`config.mk`:
```
export PLATFORM = sky130hd
export DESIGN_NAME = wb_rr_arbiter2_flat
export DESIGN_NICKNAME = d
export VERILOG_FILES = /design/src/rtl/wb_rr_arbiter2_if.sv /design/src/rtl/wb_rr_arbiter2.sv /design/src/flat_wrapper.sv
export SDC_FILE = /design/constraint.sdc
export NUM_CORES = 1
export LEC_CHECK = 0
export ABC_AREA = 1
export CAP_MARGIN = 15
export CELL_PAD_IN_SITES_DETAIL_PLACEMENT = 1
export CELL_PAD_IN_SITES_GLOBAL_PLACEMENT = 1
export CORE_AREA = 2 2 150 152
export CTS_BUF_LIST = sky130_fd_sc_hd__clkbuf_8 sky130_fd_sc_hd__clkbuf_16
export CTS_CLUSTER_SIZE = 12
export DETAILED_ROUTE_END_ITERATION = 16
export DIE_AREA = 0 0 152 154
export HOLD_SLACK_MARGIN = 0.15
export PLACE_DENSITY_LB_ADDON = 0.3
export SYNTH_ARGS = -nofsm -noshare
export SYNTH_HDL_FRONTEND = slang
export SYNTH_SLANG_ARGS = --single-unit
```
`constraint.sdc`:
```
create_clock -name clk_i -period 2.4 [get_ports clk_i]
set_input_delay 0.48 -clock clk_i [delete_from_list [all_inputs] [get_ports clk_i]]
set_output_delay 0.48 -clock clk_i [all_outputs]
set_load 0.01 [all_outputs]
```
`src/rtl/wb_rr_arbiter2_if.sv`:
```
// Wishbone link bundle: request fields flow master->slave, response fields flow back.
// Pipelined flow control via stall; rty is carried for slaves that issue it.
interface wb_rr_arbiter2_if #(
    parameter int ADDR_WIDTH = 32,
    parameter int DATA_WIDTH = 32
);
    logic                      cyc;
    logic                      stb;
    logic                      we;
    logic [ADDR_WIDTH-1:0]     adr;
    logic [DATA_WIDTH/8-1:0]   sel;
    logic [DATA_WIDTH-1:0]     dat_w;
    logic [DATA_WIDTH-1:0]     dat_r;
    logic                      ack;
    logic                      err;
    logic                      rty;
    logic                      stall;

    modport master (
        output cyc, stb, we, adr, sel, dat_w,
        input  dat_r, ack, err, rty, stall
    );

    modport slave (
        input  cyc, stb, we, adr, sel, dat_w,
        output dat_r, ack, err, rty, stall
    );
endinterface

```
`src/rtl/wb_rr_arbiter2.sv`:
```
// Round-robin 2:1 Wishbone arbiter, one transaction in flight; response reaches the owner
// one cycle after the slave answers (3-cycle minimum turnaround), stall holds stb, watchdog ends WAIT.
module wb_rr_arbiter2 #(
    parameter int ADDR_WIDTH = 32,
    parameter int DATA_WIDTH = 32,
    parameter int TIMEOUT    = 255
) (
    input  logic                  clk_i,
    input  logic                  rst_i,
    wb_rr_arbiter2_if.slave       m0,
    wb_rr_arbiter2_if.slave       m1,
    wb_rr_arbiter2_if.master      s,
    output logic                  busy_o
);
    localparam int          SEL_WIDTH = DATA_WIDTH / 8;
    localparam logic [15:0] TO_LAST   = 16'(TIMEOUT - 1);

    typedef enum logic [1:0] {IDLE, ISSUE, WAIT, DONE} state_t;

    state_t                  state_q, state_d;
    logic                    owner_q, owner_d;
    logic                    last_q, last_d;
    logic [15:0]             cnt_q, cnt_d;
    logic                    s_cyc_q, s_cyc_d;
    logic                    s_stb_q, s_stb_d;
    logic                    s_we_q, s_we_d;
    logic [ADDR_WIDTH-1:0]   s_adr_q, s_adr_d;
    logic [SEL_WIDTH-1:0]    s_sel_q, s_sel_d;
    logic [DATA_WIDTH-1:0]   s_dat_q, s_dat_d;
    logic [DATA_WIDTH-1:0]   rdat_q, rdat_d;
    logic                    ack0_q, ack0_d, err0_q, err0_d;
    logic                    ack1_q, ack1_d, err1_q, err1_d;
    logic                    busy_q, busy_d;

    logic req0, req1, win, fin, fin_ok;

    assign req0 = m0.cyc & m0.stb;
    assign req1 = m1.cyc & m1.stb;
    // On a tie the requester that did not win last time goes next.
    assign win  = (req0 & req1) ? ~last_q : req1;

    always_comb begin
        state_d = state_q;
        owner_d = owner_q;
        last_d  = last_q;
        cnt_d   = cnt_q;
        s_cyc_d = s_cyc_q;
        s_stb_d = s_stb_q;
        s_we_d  = s_we_q;
        s_adr_d = s_adr_q;
        s_sel_d = s_sel_q;
        s_dat_d = s_dat_q;
        rdat_d  = rdat_q;
        ack0_d  = 1'b0;
        err0_d  = 1'b0;
        ack1_d  = 1'b0;
        err1_d  = 1'b0;
        fin     = 1'b0;
        fin_ok  = 1'b0;
        case (state_q)
            IDLE: begin
                if (req0 | req1) begin
                    s_adr_d = win ? m1.adr   : m0.adr;
                    s_sel_d = win ? m1.sel   : m0.sel;
                    s_dat_d = win ? m1.dat_w : m0.dat_w;
                    s_we_d  = win ? m1.we    : m0.we;
                    owner_d = win;
                    last_d  = win;
                    s_cyc_d = 1'b1;
                    s_stb_d = 1'b1;
                    state_d = ISSUE;
                end
            end
            ISSUE, WAIT: begin
                // The slave may answer in the same cycle it drops stall, so ISSUE checks responses too.
                if (s.ack) begin
                    fin    = 1'b1;
                    fin_ok = 1'b1;
                    rdat_d = s.dat_r;
                end else if (s.err | s.rty) begin
                    fin = 1'b1;
                end else if (state_q == WAIT && cnt_q == TO_LAST) begin
                    fin = 1'b1;
                end
                if (fin) begin
                    state_d = DONE;
                    s_cyc_d = 1'b0;
                    s_stb_d = 1'b0;
                    ack0_d  = fin_ok & ~owner_q;
                    err0_d  = ~fin_ok & ~owner_q;
                    ack1_d  = fin_ok & owner_q;
                    err1_d  = ~fin_ok & owner_q;
                end else if (state_q == ISSUE) begin
                    if (!s.stall) begin
                        state_d = WAIT;
                        s_stb_d = 1'b0;
                        cnt_d   = '0;
                    end
                end else begin
                    cnt_d = cnt_q + 16'd1;
                end
            end
            DONE:    state_d = IDLE;
            default: state_d = IDLE;
        endcase
        busy_d = (state_d != IDLE);
    end

    always_ff @(posedge clk_i) begin
        if (rst_i) begin
            state_q <= IDLE;
            owner_q <= 1'b0;
            last_q  <= 1'b1;
            cnt_q   <= '0;
            s_cyc_q <= 1'b0;
            s_stb_q <= 1'b0;
            s_we_q  <= 1'b0;
            s_adr_q <= '0;
            s_sel_q <= '0;
            s_dat_q <= '0;
            rdat_q  <= '0;
            ack0_q  <= 1'b0;
            err0_q  <= 1'b0;
            ack1_q  <= 1'b0;
            err1_q  <= 1'b0;
            busy_q  <= 1'b0;
        end else begin
            state_q <= state_d;
            owner_q <= owner_d;
            last_q  <= last_d;
            cnt_q   <= cnt_d;
            s_cyc_q <= s_cyc_d;
            s_stb_q <= s_stb_d;
            s_we_q  <= s_we_d;
            s_adr_q <= s_adr_d;
            s_sel_q <= s_sel_d;
            s_dat_q <= s_dat_d;
            rdat_q  <= rdat_d;
            ack0_q  <= ack0_d;
            err0_q  <= err0_d;
            ack1_q  <= ack1_d;
            err1_q  <= err1_d;
            busy_q  <= busy_d;
        end
    end

    assign s.cyc    = s_cyc_q;
    assign s.stb    = s_stb_q;
    assign s.we     = s_we_q;
    assign s.adr    = s_adr_q;
    assign s.sel    = s_sel_q;
    assign s.dat_w  = s_dat_q;

    assign m0.ack   = ack0_q;
    assign m0.err   = err0_q;
    assign m0.dat_r = rdat_q;
    assign m0.rty   = 1'b0;
    assign m0.stall = 1'b0;
    assign m1.ack   = ack1_q;
    assign m1.err   = err1_q;
    assign m1.dat_r = rdat_q;
    assign m1.rty   = 1'b0;
    assign m1.stall = 1'b0;

    assign busy_o   = busy_q;
endmodule

```
`src/flat_wrapper.sv`:
```
// flat-port wrapper written by rule: the top's interface ports become plain ports
module wb_rr_arbiter2_flat 
#(
    parameter int ADDR_WIDTH = 32,
    parameter int DATA_WIDTH = 32,
    parameter int TIMEOUT    = 255
)
  (clk_i, rst_i, busy_o, m0_cyc, m0_stb, m0_we, m0_adr, m0_sel, m0_dat_w, m0_dat_r, m0_ack, m0_err, m0_rty, m0_stall, m1_cyc, m1_stb, m1_we, m1_adr, m1_sel, m1_dat_w, m1_dat_r, m1_ack, m1_err, m1_rty, m1_stall, s_cyc, s_stb, s_we, s_adr, s_sel, s_dat_w, s_dat_r, s_ack, s_err, s_rty, s_stall);
  wb_rr_arbiter2_if #(.ADDR_WIDTH(ADDR_WIDTH), .DATA_WIDTH(DATA_WIDTH)) m0_i ();
  wb_rr_arbiter2_if #(.ADDR_WIDTH(ADDR_WIDTH), .DATA_WIDTH(DATA_WIDTH)) m1_i ();
  wb_rr_arbiter2_if #(.ADDR_WIDTH(ADDR_WIDTH), .DATA_WIDTH(DATA_WIDTH)) s_i ();
  input  logic clk_i;
  input  logic rst_i;
  output logic busy_o;
  input wire logic [$bits(m0_i.cyc)-1:0] m0_cyc;
  input wire logic [$bits(m0_i.stb)-1:0] m0_stb;
  input wire logic [$bits(m0_i.we)-1:0] m0_we;
  input wire logic [$bits(m0_i.adr)-1:0] m0_adr;
  input wire logic [$bits(m0_i.sel)-1:0] m0_sel;
  input wire logic [$bits(m0_i.dat_w)-1:0] m0_dat_w;
  output wire logic [$bits(m0_i.dat_r)-1:0] m0_dat_r;
  output wire logic [$bits(m0_i.ack)-1:0] m0_ack;
  output wire logic [$bits(m0_i.err)-1:0] m0_err;
  output wire logic [$bits(m0_i.rty)-1:0] m0_rty;
  output wire logic [$bits(m0_i.stall)-1:0] m0_stall;
  input wire logic [$bits(m1_i.cyc)-1:0] m1_cyc;
  input wire logic [$bits(m1_i.stb)-1:0] m1_stb;
  input wire logic [$bits(m1_i.we)-1:0] m1_we;
  input wire logic [$bits(m1_i.adr)-1:0] m1_adr;
  input wire logic [$bits(m1_i.sel)-1:0] m1_sel;
  input wire logic [$bits(m1_i.dat_w)-1:0] m1_dat_w;
  output wire logic [$bits(m1_i.dat_r)-1:0] m1_dat_r;
  output wire logic [$bits(m1_i.ack)-1:0] m1_ack;
  output wire logic [$bits(m1_i.err)-1:0] m1_err;
  output wire logic [$bits(m1_i.rty)-1:0] m1_rty;
  output wire logic [$bits(m1_i.stall)-1:0] m1_stall;
  output wire logic [$bits(s_i.cyc)-1:0] s_cyc;
  output wire logic [$bits(s_i.stb)-1:0] s_stb;
  output wire logic [$bits(s_i.we)-1:0] s_we;
  output wire logic [$bits(s_i.adr)-1:0] s_adr;
  output wire logic [$bits(s_i.sel)-1:0] s_sel;
  output wire logic [$bits(s_i.dat_w)-1:0] s_dat_w;
  input wire logic [$bits(s_i.dat_r)-1:0] s_dat_r;
  input wire logic [$bits(s_i.ack)-1:0] s_ack;
  input wire logic [$bits(s_i.err)-1:0] s_err;
  input wire logic [$bits(s_i.rty)-1:0] s_rty;
  input wire logic [$bits(s_i.stall)-1:0] s_stall;
  assign m0_i.cyc = m0_cyc;
  assign m0_i.stb = m0_stb;
  assign m0_i.we = m0_we;
  assign m0_i.adr = m0_adr;
  assign m0_i.sel = m0_sel;
  assign m0_i.dat_w = m0_dat_w;
  assign m0_dat_r = m0_i.dat_r;
  assign m0_ack = m0_i.ack;
  assign m0_err = m0_i.err;
  assign m0_rty = m0_i.rty;
  assign m0_stall = m0_i.stall;
  assign m1_i.cyc = m1_cyc;
  assign m1_i.stb = m1_stb;
  assign m1_i.we = m1_we;
  assign m1_i.adr = m1_adr;
  assign m1_i.sel = m1_sel;
  assign m1_i.dat_w = m1_dat_w;
  assign m1_dat_r = m1_i.dat_r;
  assign m1_ack = m1_i.ack;
  assign m1_err = m1_i.err;
  assign m1_rty = m1_i.rty;
  assign m1_stall = m1_i.stall;
  assign s_cyc = s_i.cyc;
  assign s_stb = s_i.stb;
  assign s_we = s_i.we;
  assign s_adr = s_i.adr;
  assign s_sel = s_i.sel;
  assign s_dat_w = s_i.dat_w;
  assign s_i.dat_r = s_dat_r;
  assign s_i.ack = s_ack;
  assign s_i.err = s_err;
  assign s_i.rty = s_rty;
  assign s_i.stall = s_stall;
  wb_rr_arbiter2 #(.ADDR_WIDTH(ADDR_WIDTH), .DATA_WIDTH(DATA_WIDTH), .TIMEOUT(TIMEOUT)) u_core (.clk_i(clk_i), .rst_i(rst_i), .m0(m0_i), .m1(m1_i), .s(s_i), .busy_o(busy_o));
endmodule
```
; ---- Word level (Yosys, flattened, before mapping)
; Index checks and enable logic that the tools add are counted.
[word_totals]
regBits = 128
inputBits = 180
elab_cells = 76
out_inout_bits = 144
[op_classes]
eq_ne = 9
muxes = 25
reduce_logical = 11
bitwise_logic = 14
add_sub_neg = 1
[ops]
columns = operator, count
row1 = 2-to-1 mux 32 bit, 2
row2 = 2-to-1 mux 16 bit, 2
row3 = "adder 16 x 1 -> 16 bit, second input constant", 1
row4 = "equality test 16 x 8 -> 1 bit, second input constant", 1
row5 = 2-to-1 mux 1 bit, 13
row6 = 2-to-1 mux 2 bit, 4
row7 = AND 1 bit, 7
row8 = case mux 2 bit (3 select lines), 1
row9 = AND reduction 3 bit, 2
row10 = inverter 1 bit, 5
row11 = "equality test 2 bit, second input constant", 2
row12 = 2-to-1 mux 4 bit, 1
row13 = "inequality test 2 x 1 -> 1 bit, second input constant", 2
row14 = case mux 1 bit (2 select lines), 2
row15 = AND reduction 2 bit, 2
row16 = AND reduction 4 bit, 1
row17 = nonzero test 2 bit, 2
row18 = "inequality test 3 x 1 -> 1 bit, second input constant", 1
row19 = "inequality test 3 x 2 -> 1 bit, second input constant", 1
row20 = OR reduction 3 bit, 1
row21 = "equality test 2 x 1 -> 1 bit, second input constant", 1
row22 = logical NOT 2 bit, 1
row23 = "inequality test 2 bit, second input constant", 1
row24 = bitwise OR 1 bit, 2
row25 = other kinds (2), 2

; ---- Logic depth before layout (Yosys ltp)
; Gate-level depths: netlist of the first run.
[logic_depth]
depth_word = 9
ltp_mapped = 12
ltp_nobuf = 12

; ---- Worst setup path after synthesis of the first run
; OpenSTA, ideal clock, no wires.
[synth_path]
path_kind = reg-to-reg
from = reg u_core.state_q[0]
to = reg u_core.cnt_q[10]
t_required_ns = 2.286
synth_period_minus_slack_ns = 1.510
arrival_time_ns = 1.397
path_buffers = 1
slack_ns = 0.890
stages_incl_launch_ff = 12
path_cell_list = dfxtp_1 inv_1 ha_1 nand2_1 inv_1 nand2_1 nor2_4 nand2_4 nand4_4 buf_6 o21ai_2 nor2_2
[synth_via]
elab_chain_cells = 8
word_cells_on_any_way = 12
classes_between = eq/ne (3) / mux (5) / bitwise (1) / reduce/logical (3)
[synth_lines]
columns = item, line_no
row1 = "start, declared", wb_rr_arbiter2.sv:20  ; state_t state_q, state_d;
row2 = "start signal, assigned", wb_rr_arbiter2.sv:128  ; state_q <= state_d;
row3 = equality test 2 bit, "wb_rr_arbiter2.sv:60, wb_rr_arbiter2.sv:82"
row4 = logical AND 1 bit, wb_rr_arbiter2.sv:82  ; end else if (state_q == WAIT && cnt_q == TO_LAST) begin
row5 = 2-to-1 mux 1 bit, wb_rr_arbiter2.sv:82
row6 = 2-to-1 mux 1 bit, wb_rr_arbiter2.sv:80  ; end else if (s.err | s.rty) begin
row7 = 2-to-1 mux 1 bit, wb_rr_arbiter2.sv:76  ; if (s.ack) begin
row8 = 2-to-1 mux 1 bit, wb_rr_arbiter2.sv:60  ; case (state_q)
row9 = inverter 1 bit (no line), -
row10 = AND reduction 3 bit (no line), -
row11 = "end signal, assigned", wb_rr_arbiter2.sv:131  ; cnt_q <= cnt_d;
row12 = "end, declared", wb_rr_arbiter2.sv:23  ; logic [15:0] cnt_q, cnt_d;
; Several ways; a longest one is shown, not always the timed one. The select of a mux whose other input is x is not followed.
; A chain may end at the register's enable or synchronous reset.

; ---- Worst setup path after layout of the first run
[layout_path]
from = reg u_core.state_q[1]
to = reg u_core.rdat_q[29], in the netlist u_core.m0.dat_r[29]
[layout_via]
elab_chain_cells = 3
word_cells_on_any_way = 4
classes_between = eq/ne (2) / reduce/logical (2)
[layout_lines]
columns = item, line_no
row1 = equality test 2 x 1 -> 1 bit or equality test 2 bit (tied branches), wb_rr_arbiter2.sv:60
row2 = OR reduction 2 bit *, wb_rr_arbiter2.sv:60
row3 = AND reduction 2 bit (no line) *, -
row4 = "end signal, assigned", wb_rr_arbiter2.sv:138  ; rdat_q <= rdat_d;
row5 = "end, declared", wb_rr_arbiter2.sv:30  ; logic [DATA_WIDTH-1:0] rdat_q, rdat_d;
; Every way passes the cells marked *; elsewhere a longest branch is shown, timed or not.

==> results.md, run 1 <==
- #FFs+latches synth: around 130
- CTS tree: yes
- Leak Pwr: 4.35 nW
- Final slew viol count: 0
- Post-CTS setup buffers: 0
- Final ANT Viol Nets: 0
- Crit Path Max Fanout: 29
- Via density: 4.61
- Setup TNS: 0 ps
- Largest net degree at the start of global routing: 73
- First-pass GRT wire length: 36.5 mm
- Share of cells above drive strength 1: 6.23%
- Routed wire per std cell: 15.6 um
- Critical path arrival: ~2200 ps
- Hold Buf Count CTS: 0
- Gate count after technology mapping: between 800 and 900
- Post-Syn Area: ~6200 sq um
- Critical path, cell by cell: inv_1, ha_1, nand2_1, buf_4, o21ai_0, nor2_1
- Seq pwr share: 37.0%
- Yosys warning total: 0
- DR vias: 6690
- TritonRoute pass-1 iters: 4
- Max cap viols: 0
- Crit path kind: reg2reg
- Final WS setup: around 540 ps
- Cell family with most CP delay: adder cells
- Pint: 4.84 mW
- CP max stage cell: ha_1
- Post-Place Setup Slack: between 200 and 250 ps
- Post-DP HPWL: 16.9 mm
- Area Growth Syn to Fin: 61.0%
- Type of origin of the critical path: register
- CP required: 2700 ps
- Syn avg cell area: 7.04 sq um
- Count of different cell masters after synthesis: 31
- Number of global-route vias before repair: 6912
- Core box area: 21700 sq um
- Reg clk slew, reported paths: 60 ps
- Full die area: 23400 sq um
- Pwr dens: approximately 700 nW/um^2
- Clk sink count: around 130
- GP Congestion: 0.748
- Area of the multi-input gates: around 2800 sq um
- Top cell type's share of synthesized area: 41.0%
- Total congestion overflow: 0
- Register Area: 2560 sq um
- Clk Latency, worst-skew pair: roughly 420 ps
- Worst Path Buf+Inv: 2
- Top Ports: 324
- Unrepaired setup endpoints after global routing: no
- Fmax: 539 MHz
- Initial antenna violation count: 0
- Max clock buf depth: 2
- GR Util All Layers: 19.3%
- Post-CTS Resized: 0
- Switching Share: 29.4%
- CTS H-tree depth: 4
- Cts bufs inserted: 17
- Combinational share of power: 27.8%
- Antenna fix cells: 0
- Final hold vios: 0
- Final period util: 77.3%
- Top cell type by total area after synthesis: dfxtp_1
- Chip height: 154 um
- Setup crit end kind: register
- Starting density of the core: 28.8%
- Synth area leaders: dfxtp_1, nand2_1, o211ai_1
- PortBufs: between 300 and 400
- Routed wire length: 22.7 mm
- Minimum clock period after layout: 1860 ps
- IR drop worst, VDD: between 0.3 and 0.4 mV
- Initial DRC Count: 228
- Status: finished, final reports clean
- Setup-failing EPs final: 0
- Sequential fraction of the synthesis area: 41.0%
- Root Driver: clkbuf_16
- Switching Power: 2.02 mW
- Clock power frac: 35.2%
- Die Wd: 152 um
- DRC errors left: 0
- CP max stage delay: 460 ps
- Final clock skew: roughly 8.6 ps
- Flop-to-flop setup slack: 540 ps
- Worst hold path class: reg2reg
- Filler instances: 2658
- Fin nets: around 1300
- Std cell rows: 54
per-layer routing:
layer	vias up	share of wire, %	track usage [%]	routed length [um]
li1	3334	-	-	-
met1	3111	41	21.6	9330
met2	226	50	34.7	11400
met3	19	7.3	7.07	1670
met4	0	1.3	4.98	306
met5	-	0	0	0
tightest hold or removal path, cell delays in order (launching register included):
cell	delay [ps]
dfxtp_1	320
o211ai_1	100
inv_1	50
flip-flops by register name, indices dropped and copies added (netlist names), 2 cells and up:
register,flops
u_core.cnt_q,16
u_core.s.sel,4
u_core.s.dat_w,32
u_core.state_q,2
u_core.s.adr,32
u_core.m0.dat_r,32
final cells by class:
type | instances | share of cell area [%]
multi-input combinational | 566 | 27.5
inverter | 110 | 4.14
clock buffer | 18 | 4.37
tap | 280 | 3.48
timing repair buffer | 336 | 34.0
sequential | 128 | 25.5
clock inverter | 14 | 1.02
kinds of logic after synthesis:
logic type | Yosys count | synth area share [%]
AO/OA/AOI/OAI | 135 | 14.3
XOR/XNOR | 1 | 0.140
adder cells (fa/ha/maj) | 8 | 1.60
buffers and inverters | 197 | 14.9
flip-flops | 128 | 41.0
other | 1 | 0.0600
AND/OR/NAND/NOR | 418 | 28.0
cell usage in the layout (no fill, tap or decap), types with 9 or more instances in the layout:
| master | Yosys | final |
|---|---|---|
| inv_1 | 106 | 108 |
| a21oi_1 | 14 | 14 |
| buf_4 | 38 | 9 |
| o21ai_0 | 38 | 38 |
| nand2_1 | 199 | 198 |
| o211ai_1 | 69 | 69 |
| nand3_1 | 84 | 84 |
| o21ai_2 | 9 | 9 |
| nor2_1 | 120 | 120 |
| clkbuf_16 | 0 | 17 |
| clkdlybuf4s50_1 | 0 | 319 |
| dfxtp_1 | 128 | 128 |
Yosys cell counts:
cell type and number:
clkinv_1 1, nand4_4 1, nor2_2 3, conb_1 1, inv_1 106, o21ai_0 38, o21bai_1 2, o21ai_1 1
nor3_1 3, inv_2 3, o21ai_2 9, ha_1 8, nand4_1 1, buf_2 26, buf_6 2, a31o_2 1
clkbuf_1 18, nand2_1 199, nand3_1 84, nor2_1 120, xor2_1 1, a21oi_1 14, buf_1 3, buf_4 38
nand2_4 1, a21oi_2 1, nor2_4 2, nor3_4 1, o211ai_1 69, nand2_2 3, dfxtp_1 128
stage by stage:
stage,instance area [sq um],total power [mW],utilization [%],cells,hold slack [ps]
after floorplan,6260,3.44,-,891,421
after global placement,9520,4.47,43.9,1420,464
after detailed placement,9520,4.51,43.9,1420,482
after CTS,10100,6.96,46.4,1452,505
after global routing,10100,7.25,46.4,1452,525
final,10100,6.85,46.4,1452,498
path summary, 6_finish.rpt:
check             cells after the start             endpoint         startpoint
setup / recovery                      6  u_core.m0.dat_r[29]  u_core.state_q[1]
hold reg to reg                       2     u_core.s.adr[18]   u_core.s.adr[18]
setup reg to reg                      6  u_core.m0.dat_r[29]  u_core.state_q[1]
hold / removal                        2     u_core.s.adr[18]   u_core.s.adr[18]
power groups by stage:
stage               logic, mW  clock network, mW  registers, mW
finish                   1.90               2.42           2.54
global route             2.09               2.59           2.56
CTS                      1.94               2.48           2.54
detailed placement       1.93                  0           2.57
global placement         1.90                  0           2.57
floorplan               0.788                  0           2.65
(Power assumes the default switching activity.)
==> run 2, diff against run 1 <==
--- a/config.mk
+++ b/config.mk
@@ -9,11 +9,11 @@
 export CAP_MARGIN = 15
 export CELL_PAD_IN_SITES_DETAIL_PLACEMENT = 1
 export CELL_PAD_IN_SITES_GLOBAL_PLACEMENT = 1
-export CORE_AREA = 2 2 150 152
+export CORE_AREA = 2 2 165 167
 export CTS_BUF_LIST = sky130_fd_sc_hd__clkbuf_8 sky130_fd_sc_hd__clkbuf_16
 export CTS_CLUSTER_SIZE = 12
 export DETAILED_ROUTE_END_ITERATION = 16
-export DIE_AREA = 0 0 152 154
+export DIE_AREA = 0 0 167 169
 export HOLD_SLACK_MARGIN = 0.15
 export PLACE_DENSITY_LB_ADDON = 0.3
 export SYNTH_ARGS = -nofsm -noshare
==> constraint.sdc (replaced) <==
create_clock -name clk_i -period 1.6 [get_ports clk_i]
set_input_delay 0.32 -clock clk_i [delete_from_list [all_inputs] [get_ports clk_i]]
set_output_delay 0.32 -clock clk_i [all_outputs]
set_load 0.01 [all_outputs]
==> run 2 against run 1 <==
The run now ends with setup timing left; setup slack got worse by 570 ps; critical endpoint is now u_core.cnt_q[7]; sequential cell count did not move; combinational power rose by 54%; sequential share of layout area fell by 1.8 points; hold slack got worse by 29 ps; final cell count rose by 8.4%; critical path type unchanged; clock skew rose by 3.8 ps; core utilization fell by 5.5 points.
==> results.md, run 2 (synthesized netlist as in run 1, its figures left out) <==
- Status: finished, violations left
- Failing checks: setup timing
- Pwr dens: 969 nW/um^2
- GRT met1 Usage: 19.3%
- DRC errors left: 0
- Reg clk slew, reported paths: 60 ps
- Starting density of the core: 23.6%
- Final ANT Viol Nets: 0
- Setup crit end kind: register
- Critical path arrival: just under 2000 ps
- Met2 Resource Use GR: roughly 29%
- CP required: 1910 ps
- Max cap viols: 0
- Top Ports: 324
- Clk Latency, worst-skew pair: approximately 420 ps
- CTS H-tree depth: 4
- TritonRoute pass-1 iters: 4
- GP Congestion: 0.812
- Root Driver: clkbuf_16
- Final period util: 102%
- Commonest non-fill, non-tap cell in the layout: nand2_1
- Antenna fix cells: 0
- Max clock buf depth: 2
- Area Growth Syn to Fin: 73.6%
- Minimum clock period after layout: about 1600 ps
- Post-route cell area: about 11000 sq um
- GR Util All Layers: roughly 17%
- Post-placement cell area: 10100 sq um
- Crit path kind: reg2reg
- Core Util, Final: between 40% and 50%
- Clk sink count: around 130
- Number of global-route vias before repair: 7169
- Post-DP HPWL: 18.3 mm
- Critical R2R Launch: u_core.state_q[0]
- Cts bufs inserted: 17
- CP startpoint: u_core.state_q[0]
- Fin nets: 1408
- Routed wire per std cell: 15.5 um
- Type of origin of the critical path: register
- Placed Cells incl. Taps: about 1500
- DR vias: 6901
- Routed wire length: 24.4 mm
- Final cell count without fillers: 1574
- Commonest non-fill, non-tap cells in the layout: nand2_1, clkdlybuf4s50_1, dlygate4sd2_1, dfxtp_1, nor2_1
- Core box area: 26500 sq um
- Final hold vios: 0
- Final clock skew: 12.4 ps
- PortBufs: 319
- CTS tree: yes
- IR drop worst, VDD: around 0.47 mV
- GR Layer Usage met3: 6.43%
- GRT busiest layer: met2
- Critical path, cell by cell: inv_2, buf_6, ha_4, nand2_2, inv_2, nand2_2, nor2_4, nand2_4, nand4_4, clkbuf_16, o21ai_2, nor2_1
- Final slew viol count: 0
- Chip height: 169 um
- Share of cells above drive strength 1: 14.4%
- Hold path startpoint: u_core.s.cyc
- Via density: between 4 and 5
- Initial DRC Count: 209
- Std cell rows: 60
- CP max stage cell: dfxtp_2
- Setup-failing EPs final: 12
- Setup TNS: -183 ps
- Final WS setup: -28.3 ps
- Crit Path Max Fanout: 8
- Unrepaired setup endpoints after global routing: yes
- Full die area: 28200 sq um
- Die Wd: 167 um
- CP max stage delay: 330 ps
- First-pass GRT wire length: between 30 and 40 mm
- Fmax: 614 MHz
- Leak Pwr: around 5.3 nW
- Worst hold slack: 468 ps
- Hold Buf Count CTS: 0
- Largest net degree at the start of global routing: 51
- Total congestion overflow: 0
- Worst hold path class: reg2reg
- Initial antenna violation count: 0
## run 2: critical path: cells and delay by family (launching register included)
| family | cells | cell delay (ps) |
|---|---|---|
| flip-flops | 1 | 330 |
| adder cells (fa/ha/maj) | 1 | 150 |
| buffers and inverters | 4 | 420 |
| AND/OR/NAND/NOR | 6 | 510 |
| AO/OA/AOI/OAI | 1 | 100 |
## run 2: worst paths after layout
kind,endpoint,slack [ps],cells after the start
worst max-delay path,u_core.cnt_q[7],-30,12
worst min-delay path,u_core.s.cyc,470,2
worst max register to register,u_core.cnt_q[7],-30,12
worst min register to register,u_core.s.cyc,470,2
## run 2: area by class of cell
type,instances,area [sq um]
fillers,3237,15700
repair buffers,397,3930
multi-input cells,566,2930
flip-flops and latches,128,2570
clock buffers,18,439
well taps,341,427
inverters,110,419
clock inverters,14,131
## run 2: timing repair
action / CTS / global route
buffers inserted: 0 / 5
pin swaps: 1 / 12
resized for setup: 148 / 52
endpoints found under the setup margin: 160 / 57
cloned: 0 / 4
## run 2: per-layer routing
metal	vias up	wire length, um
met2	224	12000
met5	-	0
li1	3455	-
met3	24	2050
met4	0	429
met1	3198	10000
## run 2: power by group
part / internal [mW] / switching (mW)
Sequential: 3.55 / 0.221
Clock: 2.20 / 1.61
Combinational: 1.51 / 1.42
Total: 7.26 / 3.25
## run 2: stage by stage
step / setup WS [ps] / total power [mW]
final: -28.3 / 10.5
after global routing: -105 / 11.1
after CTS: 1.43 / 10.6
after detailed placement: -318 / 6.97
after global placement: -227 / 6.90
after floorplan: 89.7 / 5.16
